File: config.mk
export PLATFORM = sky130hd
export DESIGN_NAME = seq_divider
export DESIGN_NICKNAME = d
export VERILOG_FILES = /design/src/rtl/div_pkg.sv /design/src/rtl/div_sub_stage.sv /design/src/rtl/seq_divider.sv
export SDC_FILE = /design/constraint.sdc
export NUM_CORES = 1
export LEC_CHECK = 0
export ABC_CLOCK_PERIOD_IN_PS = 7120
export CORE_MARGIN = 10
export CORE_UTILIZATION = 25
export CTS_BUF_LIST = sky130_fd_sc_hd__clkbuf_16
export CTS_CLUSTER_DIAMETER = 120
export CTS_CLUSTER_SIZE = 16
export DETAILED_ROUTE_END_ITERATION = 10
export PLACE_DENSITY_LB_ADDON = 0.1
export SLEW_MARGIN = 15
export SYNTH_ARGS = -nofsm -noshare
export SYNTH_HDL_FRONTEND = slang
export SYNTH_HIERARCHICAL = 1
export SYNTH_SLANG_ARGS = --single-unit
File: constraint.sdc
create_clock -name clk -period 7.12 [get_ports clk]
set_input_delay 1.068 -clock clk [delete_from_list [all_inputs] [get_ports clk]]
set_output_delay 1.068 -clock clk [all_outputs]
set_load 0.1 [all_outputs]
File: src/rtl/div_pkg.sv
// Shared types and constants for the sequential restoring divider.
package div_pkg;

    typedef enum logic [1:0] {
        IDLE   = 2'd0,
        DIVIDE = 2'd1,
        FIXUP  = 2'd2,
        DONE   = 2'd3
    } div_state_t;

    // Quotient reported on divide-by-zero; sliced down to the instance width.
    localparam int MAX_WIDTH = 128;
    localparam logic [MAX_WIDTH-1:0] DIV0_QUOTIENT = '1;

    // Iteration counter width: counts WIDTH-1 down to 0.
    function automatic int cnt_width(input int width);
        return $clog2(width);
    endfunction

endpackage

File: src/rtl/div_sub_stage.sv
// (WIDTH+1)-bit trial subtractor: minuend + ~subtrahend + 1, carry-out = no borrow.
module div_sub_stage #(
    parameter int WIDTH = 32
) (
    input  logic [WIDTH:0] minuend,
    input  logic [WIDTH:0] subtrahend,
    output logic [WIDTH:0] difference,
    output logic           no_borrow
);

    logic [WIDTH:0]   sub_inv;
    logic [WIDTH+1:0] sum;

    generate
        for (genvar gi = 0; gi <= WIDTH; gi++) begin : g_inv
            assign sub_inv[gi] = ~subtrahend[gi];
        end
    endgenerate

    assign sum        = {1'b0, minuend} + {1'b0, sub_inv} + {{(WIDTH+1){1'b0}}, 1'b1};
    assign difference = sum[WIDTH:0];
    assign no_borrow  = sum[WIDTH+1];

endmodule

File: src/rtl/seq_divider.sv
// Multi-cycle signed/unsigned restoring divider, one quotient bit per cycle,
// with a start/busy/resultValid handshake for the execute stage.
module seq_divider
    import div_pkg::*;
#(
    parameter int WIDTH = 32
) (
    input  logic             clk,
    input  logic             reset,
    input  logic             start,
    input  logic             signedOp,
    input  logic [WIDTH-1:0] registerA,
    input  logic [WIDTH-1:0] registerB,
    output logic             busy,
    output logic             resultValid,
    output logic [WIDTH-1:0] quotient,
    output logic [WIDTH-1:0] remainder,
    output logic             divByZero
);

    localparam int CW = cnt_width(WIDTH);

    div_state_t       state_reg, state_next;
    logic [CW-1:0]    count_reg;
    logic [WIDTH-1:0] dividend_reg;
    logic [WIDTH-1:0] dividend_raw_reg;
    logic [WIDTH-1:0] divisor_reg;
    logic [WIDTH:0]   part_rem_reg;
    logic             neg_q_reg;
    logic             neg_r_reg;
    logic             div0_reg;

    logic             sign_a, sign_b;
    logic [WIDTH-1:0] mag_a, mag_b;
    logic [WIDTH:0]   shifted;
    logic [WIDTH:0]   trial_diff;
    logic             no_borrow;

    // Negating MIN wraps back to MIN, which reads as 2^(WIDTH-1) unsigned.
    assign sign_a = signedOp & registerA[WIDTH-1];
    assign sign_b = signedOp & registerB[WIDTH-1];
    assign mag_a  = sign_a ? -registerA : registerA;
    assign mag_b  = sign_b ? -registerB : registerB;

    assign shifted = (part_rem_reg << 1) | {{WIDTH{1'b0}}, dividend_reg[WIDTH-1]};

    div_sub_stage #(.WIDTH(WIDTH)) u_sub (
        .minuend    (shifted),
        .subtrahend ({1'b0, divisor_reg}),
        .difference (trial_diff),
        .no_borrow  (no_borrow)
    );

    always_ff @(posedge clk or posedge reset) begin
        if (reset) begin
            state_reg <= IDLE;
        end else begin
            state_reg <= state_next;
        end
    end

    always_comb begin
        state_next  = state_reg;
        busy        = 1'b0;
        resultValid = 1'b0;
        case (state_reg)
            IDLE: begin
                if (start) begin
                    state_next = (registerB == '0) ? FIXUP : DIVIDE;
                end
            end
            DIVIDE: begin
                busy = 1'b1;
                if (count_reg == '0) begin
                    state_next = FIXUP;
                end
            end
            FIXUP: begin
                busy       = 1'b1;
                state_next = DONE;
            end
            DONE: begin
                busy        = 1'b1;
                resultValid = 1'b1;
                state_next  = IDLE;
            end
            default: state_next = IDLE;
        endcase
    end

    // Quotient bits accumulate in dividend_reg as the dividend shifts out.
    always_ff @(posedge clk or posedge reset) begin
        if (reset) begin
            count_reg        <= '0;
            dividend_reg     <= '0;
            dividend_raw_reg <= '0;
            divisor_reg      <= '0;
            part_rem_reg     <= '0;
            neg_q_reg        <= 1'b0;
            neg_r_reg        <= 1'b0;
            div0_reg         <= 1'b0;
            quotient         <= '0;
            remainder        <= '0;
            divByZero        <= 1'b0;
        end else begin
            case (state_reg)
                IDLE: begin
                    if (start) begin
                        dividend_raw_reg <= registerA;
                        dividend_reg     <= mag_a;
                        divisor_reg      <= mag_b;
                        part_rem_reg     <= '0;
                        count_reg        <= CW'(WIDTH - 1);
                        neg_q_reg        <= sign_a ^ sign_b;
                        neg_r_reg        <= sign_a;
                        div0_reg         <= (registerB == '0);
                    end
                end
                DIVIDE: begin
                    part_rem_reg <= no_borrow ? trial_diff : shifted;
                    dividend_reg <= {dividend_reg[WIDTH-2:0], no_borrow};
                    count_reg    <= count_reg - CW'(1);
                end
                FIXUP: begin
                    if (div0_reg) begin
                        quotient  <= DIV0_QUOTIENT[WIDTH-1:0];
                        remainder <= dividend_raw_reg;
                        divByZero <= 1'b1;
                    end else begin
                        quotient  <= neg_q_reg ? -dividend_reg : dividend_reg;
                        remainder <= neg_r_reg ? WIDTH'(-part_rem_reg) : WIDTH'(part_rem_reg);
                        divByZero <= 1'b0;
                    end
                end
                default: ;
            endcase
        end
    end

endmodule

==> summary.md <==
| Metric | Value |
|---|---|
| HPWL after detailed placement | 36,400 um |
| Setup TNS | 0 ns |
| Worst slew pin tran | 1.11 ns |
| Worst min-delay path class | reg2reg |
| Count of max-cap constraint violations | 0 |
| Maximum frequency from static timing analysis | 236 MHz |
| Max IR drop VDD | 0.237 mV |
| Worst Setup Start Kind | register |
| Clock Skew | 0.0380 ns |
| Clock tree from TritonCTS | yes |
| Detailed-route DRC error count | 0 |
| Detailed-route via count | 11,900 |
| Cell count of the worst hold path | 2 |
| Post-synthesis instance total | 1,572 |
| Final period util | 59.6% |
| Initial antenna violation count | 0 |
| Startpoint of the lowest-slack hold path | dividend_raw_reg[24] |
| Via count of the first global-routing pass | 11,800 |
| Die Footprint | 63,100 sq um |
| Length of the first detailed-routing pass in iterations | 5 |
| Status | completed |
| Clock-pin slew of the registers on the worst-case setup and hold paths | 0.08 ns |
| Hold endpoint | dividend_raw_reg[24] |
| Mapped cell area | 13,400 sq um |
| Number of warnings reported in the yosys synthesis log | 6 |
| Avg Vias per Cell | 5.10 |
| Num Clock Sinks | 203 |
| CP max FO | 33 |
| Number of ports placed on the die boundary | 135 |
| H-tree Lvls | 1 |
| Worst-case setup margin in the final layout | 2.88 ns |
| Final Hold Vio Count | 0 |
| Number of buffers added on ports | 134 |
| Chip Width | 251 um |
| Average instance area after synthesis | 8.51 sq um |
| Count of antenna-violating nets left after detailed routing | 0 |
| Origin of the critical flop-to-flop path | dividend_reg[31] |
| Required @ worst endpoint | 7.49 ns |
| Final setup fails | 0 |
| Critical R2R Capture | part_rem_reg[18] |
| Resized cells post-CTS | 0 |
| Final routed wire length divided by cell count | 21.0 um |
| Critical path's largest stage delay | 0.87 ns |
| Setup bufs post-CTS | 0 |
| Maximum number of pins on one net before global-route repair | 88 |
| Final core area utilization | 29.9% |
| Effective utilization at floorplan | 25.3% |
| Final number of max-transition violations | 0 |
| Hold Buf Count CTS | 0 |
| Worst setup slack for register-to-register paths | 2.88 ns |
| Total track usage | 15.1% |
| Critical path arrival | 4.61 ns |
| Reported leakage power | 6.42 nW |
| Clk_lat worst skew | 0.53 ns |
| Worst Path Class, Setup | reg2reg |
| GRT overflow | 0 |
| Number of buffer and inverter stages on the critical path | 1 |
| Number of nets in the synthesized netlist | 1,684 |
| Cell type group with the largest total delay on the critical path | compound AO/OA/AOI/OAI gates |
| Non-filler cells, final | 2,330 |
| Top cell by count, worst path | sky130_fd_sc_hd__o2111ai_1 |
| Clock Tree Root | sky130_fd_sc_hd__clkbuf_16 |
| Iteration-0 DRC Markers | 757 |
| Depth of the worst register-to-register path | 11 |
| WHS | 0.475 ns |
| Signed area change from the synthesized netlist to the final layout | 17.8% |
| Worst slack at placement | 2.94 ns |
| Area of the placeable core | 52,800 sq um |
| Antenna cell count | 0 |
| Wire length of the first global-routing pass | 75,300 um |
| Power density normalized to cell area | 533 nW/um^2 |
| Total CTS buffers | 16 |
| Net count reported at finish | 1,752 |
| Ratio of cells with drive above 1 in the final layout | 4.38% |
| Maximum clock path buffer count | 3 |
| Ordered cell list for the critical path | inv_1 > ha_1 > nor2b_1 > o2111ai_1 > a21oi_1 > o2111ai_1 > a311oi_1 > and4_1 > o22a_2 > mux2i_1 > o21ai_0 |
| RSZ-0062 raised after global routing | false |
| Routability cong. | 0.833 |
| Max-slew headroom at the worst pin | 25.7% |
| Worst path slowest cell | sky130_fd_sc_hd__o22a_2 |
| Height of the die | 251 um |
| Placed insts | 2,310 |
| Wire length after detailed routing | 49,000 um |
| Number of core rows | 84 |
| Tmin final | 4.24 ns |
| Endpoint kind of the worst setup timing path | register |
## area by class of cell
cell class | count | area, sq um
clock inverters | 4 | 28.8
multi-input cells | 1193 | 7630
clock buffers | 16 | 400
fillers | 5683 | 37000
well taps | 688 | 861
inverters | 76 | 293
repair buffers | 150 | 1460
flip-flops and latches | 203 | 5080
## cells in the final DEF, fill, tap and decap left out, types with 7 or more instances in the layout
cell / instances
sky130_fd_sc_hd__nand3_1: 30
sky130_fd_sc_hd__nor2b_1: 7
sky130_fd_sc_hd__a221o_1: 12
sky130_fd_sc_hd__nor3_1: 42
sky130_fd_sc_hd__nor2_1: 95
sky130_fd_sc_hd__a31oi_1: 30
sky130_fd_sc_hd__o31ai_1: 20
sky130_fd_sc_hd__xor2_1: 46
sky130_fd_sc_hd__clkdlybuf4s50_1: 134
sky130_fd_sc_hd__a21o_1: 17
sky130_fd_sc_hd__and2_1: 7
sky130_fd_sc_hd__nand2b_1: 10
sky130_fd_sc_hd__o22ai_1: 11
sky130_fd_sc_hd__buf_4: 16
sky130_fd_sc_hd__mux2_2: 7
sky130_fd_sc_hd__xnor2_1: 77
sky130_fd_sc_hd__ha_1: 42
sky130_fd_sc_hd__or4_1: 22
sky130_fd_sc_hd__a21oi_1: 100
sky130_fd_sc_hd__nand3b_1: 9
sky130_fd_sc_hd__clkbuf_16: 16
sky130_fd_sc_hd__o21ai_0: 132
sky130_fd_sc_hd__nand4_1: 12
sky130_fd_sc_hd__dfrtp_1: 203
sky130_fd_sc_hd__or2_2: 10
sky130_fd_sc_hd__mux2i_1: 47
sky130_fd_sc_hd__inv_1: 77
sky130_fd_sc_hd__o32ai_1: 8
sky130_fd_sc_hd__nand2_1: 215
sky130_fd_sc_hd__or3_1: 16
sky130_fd_sc_hd__nor4_1: 21
sky130_fd_sc_hd__and3_1: 20
sky130_fd_sc_hd__o41ai_1: 15
## worst max-delay path by stage
stage	cells after the start	end	slack, ns	from
5_1_grt	11	part_rem_reg[4]	2.55	dividend_reg[31]
4_1_cts	11	part_rem_reg[4]	2.88	dividend_reg[31]
3_5_place_dp	11	part_rem_reg[4]	2.94	dividend_reg[31]
6_report	11	part_rem_reg[18]	2.88	dividend_reg[31]
2_1_floorplan	1	count_reg[0]	0.51	reset
3_3_place_gp	11	part_rem_reg[0]	2.96	dividend_reg[31]
## metrics by stage
step	cell area, sq um	power, W
final	15800	0.00840
after floorplan	13400	0.00606
after global routing	15800	0.00903
after global placement	15300	0.00756
after detailed placement	15300	0.00757
after CTS	15800	0.00848
## report_power, final
part	internal (W)	total (W)	switching (W)
Sequential	0.00166	0.00224	0.000580
Combinational	0.00172	0.00528	0.00355
Clock	0.000408	0.000878	0.000470
## worst min-delay path, delay by kind of cell, from the launching register on
kind / cells / cell delay [ns]
DFF: 1 / 0.34
and+or+nand+nor: 1 / 0.05
AOI/OAI and AO/OA: 1 / 0.06
## routing by layer
metal / share of wire [%] / vias to the layer above / wire length (um) / global-route usage [%]
met5: 0 / - / 0 / 0
met4: 1.6 / 0 / 767 / 3.25
met3: 4.3 / 34 / 2100 / 2.01
met2: 45 / 238 / 22000 / 24.1
met1: 49 / 5829 / 24100 / 21.3
li1: - / 5785 / - / -
Note: power is estimated with default switching activity, not from simulation.
